### src/rtl/spork_alu.sv
// spork_alu: registered 16-bit add/sub/and/xor ALU with zero and operand-equality flags
package spork_pkg;
    typedef enum logic [1:0] {
        k_add = 2'b00,
        k_sub = 2'b01,
        k_and = 2'b10,
        k_xor = 2'b11
    } op_t;
endpackage

module spork_alu
    import spork_pkg::*;
#(
    parameter int WIDTH = 16
) (
    input  logic             clk,
    input  logic             rst_n,
    input  op_t              op,
    input  logic [WIDTH-1:0] inputa,
    input  logic [WIDTH-1:0] inputb,
    output logic [WIDTH-1:0] out,
    output logic             zero,
    output logic             equal
);
    logic [WIDTH-1:0] res;
    always_comb begin
        res = op == k_add ? inputa + inputb :
              op == k_sub ? inputa - inputb :
              op == k_and ? inputa & inputb :
                            inputa ^ inputb;
    end
    // zero comes from the result being captured, not from the stale out
    always_ff @(posedge clk or negedge rst_n) begin
        if (!rst_n) begin
            out   <= '0;
            zero  <= 1'b1;
            equal <= 1'b0;
        end else begin
            out   <= res;
            zero  <= res == '0;
            equal <= inputa == inputb;
        end
    end
    a_op_known: assert property (@(posedge clk) disable iff (!rst_n) !$isunknown(op))
        else $error("spork_alu: op is X/Z");
endmodule

### config.mk
export PLATFORM = sky130hd
export DESIGN_NAME = spork_alu
export DESIGN_NICKNAME = d
export VERILOG_FILES = /design/src/rtl/spork_alu.sv
export SDC_FILE = /design/constraint.sdc
export NUM_CORES = 1
export LEC_CHECK = 0
export CORE_MARGIN = 5
export CORE_UTILIZATION = 48
export CTS_BUF_LIST = sky130_fd_sc_hd__clkbuf_16
export DETAILED_ROUTE_END_ITERATION = 8
export GPL_TIMING_DRIVEN = 0
export PLACE_DENSITY = 0.87
export REMOVE_ABC_BUFFERS = 1
export SETUP_SLACK_MARGIN = 0.3
export SLEW_MARGIN = 20
export SYNTH_ARGS = -nofsm -noshare
export SYNTH_HDL_FRONTEND = slang
export SYNTH_SLANG_ARGS = --single-unit
export TNS_END_PERCENT = 30
### constraint.sdc
create_clock -name clk -period 0.8 [get_ports clk]
set_input_delay 0.24 -clock clk [delete_from_list [all_inputs] [get_ports clk]]
set_output_delay 0.24 -clock clk [all_outputs]
set_load 0.05 [all_outputs]
==> results.py <==
metrics = {
    "drt": {
        "wire_per_inst_microns": 24.99,
        "route.detailed.drc": 2,
        "ant_nets": 0,
        "initialDrtViolationCount": 729,
        "dr_total_vias": 3679,
        "dr.pass1.iters": 9,
        "routed_wl_microns": 12500,
        "vias_per_cell": 7.358,
    },
    "clock_tree": {
        "cts_buffer_depth": 2,
        "cts_made_buffers": 3,
        "clk_pin_slew_ns": 0.05,
        "cts-root-buf": "clkbuf_16",
        "clock_sinks": 18,
        "postCtsHoldBufs": 0,
        "cts_tree": "done",
        "htreeDepth": 1,
    },
    "sta": {
        "setup_viol": 36,
        "rsz0062_at_grt": "true",
        "max_freq_ghz": 0.3782,
        "period_share_pct": 330.5,
        "max_slew_margin_pct": 47.55,
        "postLayoutSetupSlackWorst_ns": -1.844,
        "slew_violations": 0,
        "tightest_slew_ns": 0.7820,
        "period_minus_slack_ns": 2.644,
        "final_hold_viol_count": 0,
    },
    "critical_path": {
        "slowest_stage": "fa_2",
        "cp_num_buf_inv": 1,
        "path_cells": "buf_8, ha_4, fa_2, nor2b_4, o311ai_4, a211oi_4, nor3_2, a31oi_4, a211oi_2, nand4b_1, nor4_2",
        "worst_setup_path_start_kind": "input port",
        "crit_type": "input port to flop",
        "end_kind": "flop",
        "crit_required_ns": 0.95,
        "slowest_delay_ns": 0.36,
        "path_delay_family": "simple AND/OR/NAND/NOR gates",
        "crit_fanout": 3,
        "worstPathArrival_ns": 2.79,
    },
    "global_routing": {
        "grt_pass1_vias": 3263,
        "grt_max_degree": 32,
        "grt_pass1_wl_microns": 15970,
        "antenna_found_initial": 0,
        "gr-total-overflow": 0,
        "grt_usage_pct": 27.06,
    },
    "yosys": {
        "syn_area_per_cell_sq_um": 7.829,
        "ys_seq_area_share_pct": 16.87,
        "yosysTopAreaCellShare_pct": 15.89,
        "async_flop_share_pct": 100.0,
        "ys_seq_elements": 18,
        "synth.largest_area_cell": "dfrtp_1",
        "synth_warnings": 0,
        "synthesis.area_sq_um": 2678,
        "yosys_most_used_dff": "dfrtp_1",
        "synth_common_cells": "ha_1, inv_1, nor2_1",
        "synth.distinct_cells": 71,
        "syn_inst": 342,
        "synthTopCellsByArea": "dfrtp_1, ha_1, inv_1, a21oi_1, nor2_1",
        "synth_edf_count": 0,
    },
    "final_layout": {
        "design_area_sq_um": 4372,
        "area_delta_synth_final_pct": 63.27,
        "fin_cells": 500,
        "nNetsFinal": 498,
        "n_antenna_cell": 0,
        "drive_above_1_share_pct": 48.83,
    },
    "job": {
        "maxCapViolCount": 0,
    },
    "floorplanning": {
        "start_util_pct": 48.93,
        "num_rows": 27,
        "die_w_microns": 84.69,
        "design.die.area_sq_um": 7172,
        "ios": 54,
        "die_h_microns": 84.69,
        "core-area_sq_um": 5473,
    },
    "placement": {
        "place.gp.congestion": 1.039,
        "post_dp_cell_area_sq_um": 3208,
        "dp_hpwl_microns": 5420,
        "dp_cells": 448,
        "port_buffers": 53,
    },
    "pwr": {
        "p_switching_uw": 2677,
        "clock_power_share_pct": 16.4,
        "combinationalPowerShare_pct": 65.5,
        "seqPwrFrac_pct": 18.1,
        "irDropWorstVdd_mv": 1.473,
        "p_leak_uw": 0.001784,
        "powerDensity_nw_per_um2": 1361,
        "switching_share_pct": 45.01,
        "internal-power_uw": 3271,
    },
    "status": {
        "status": "complete, but fails checks",
        "failed_checks": "design-rule violations, negative setup slack",
    },
    "hold_path": {
        "hold_path.class": "input port to asynchronous set/reset pin",
    },
}
## cell usage in the layout (no fill, tap or decap), types with 4 or more instances in the layout
master | synthesis | layout
nor2b_1 | 10 | 7
nor2_1 | 23 | 20
dfrtp_1 | 17 | 17
a21oi_1 | 22 | 13
ha_1 | 31 | 13
clkbuf_2 | 0 | 4
o211ai_1 | 6 | 6
ha_4 | 0 | 17
a211oi_2 | 2 | 5
buf_2 | 9 | 6
a31oi_1 | 6 | 5
inv_4 | 0 | 6
nor4_2 | 2 | 4
nand3_1 | 7 | 5
a21oi_2 | 0 | 8
mux2i_1 | 7 | 7
buf_6 | 1 | 11
inv_1 | 31 | 17
buf_8 | 0 | 5
dlygate4sd2_1 | 0 | 8
nand2b_1 | 8 | 6
buf_4 | 0 | 41
clkdlybuf4s50_1 | 0 | 6
nor3_1 | 13 | 9
o21ai_0 | 15 | 12
clkdlybuf4s15_2 | 0 | 18
nor3_2 | 1 | 4
nand2_1 | 22 | 19
nand4_1 | 5 | 5
inv_2 | 3 | 10
## final cells by class
class | count | area (sq um)
multi-input cells | 271 | 2668
fillers | 313 | 1101
repair buffers | 101 | 929.6
flip-flops and latches | 18 | 451.7
inverters | 34 | 153.9
well taps | 72 | 90.09
clock buffers | 3 | 75.07
clock inverters | 1 | 3.754
## cells by family after synthesis
logic type | count (synthesis) | share of synthesized area [%]
AND/OR/NAND/NOR | 119 | 24.35
AO/OA/AOI/OAI | 106 | 29.21
buffers and inverters | 53 | 8.131
multiplexers | 9 | 3.879
XOR/XNOR | 4 | 1.589
adder cells (fa/ha/maj) | 33 | 15.98
flip-flops | 18 | 16.87
## routing by layer
layer  GRT usage (%)  vias up  routed length, microns
met5               0        -                       0
met3           4.711      160                    1836
met2           44.98      450                    5481
met1           32.44     1633                    4131
met4           16.12        0                    1047
li1                -     1436                       -
## stage by stage
stage	setup TNS, ns	utilization [%]	hold WS (ns)	setup slack, ns	power [uW]
after floorplan	-19.30	-	-0.05559	-1.707	2789
after global placement	-52.00	58.62	0.6861	-2.952	3558
after detailed placement	-52.99	58.62	0.6916	-3.005	3605
after CTS	-24.14	74.69	0.01642	-1.648	5192
after global routing	-27.14	79.88	0.05772	-1.879	6102
final	-26.28	79.88	0.01222	-1.844	5949
## sequential cells by signal (all words and copies together) (netlist names)
register  flops
out          16
equal         1
zero          1
## final timing paths
kind | startpoint | end | slack, ns | depth (start not counted)
setup / recovery | inputa[0] | zero | -1.84 | 11
min in group clk | inputb[0] | out[0] | 0.33 | 3
max in group asynchronous | rst_n | zero | 0.46 | 1
hold / removal | rst_n | out[3] | 0.01 | 1
## power by group through the flow
stage | Sequential, uW | Combinational (uW) | Clock, uW
5_1_grt | 1090 | 3990 | 1020
3_3_place_gp | 1080 | 2470 | 0
3_5_place_dp | 1090 | 2520 | 0
2_1_floorplan | 1570 | 1220 | 0
4_1_cts | 1080 | 3160 | 956
6_report | 1070 | 3900 | 975
## repair_timing
| action | in CTS | in global routing |
|---|---|---|
| pin swaps | 46 | 46 |
| setup buffers | 37 | 11 |
| endpoints found under the setup margin | 54 | 36 |
| gates resized for setup | 253 | 73 |
(Power assumes the default switching activity.)
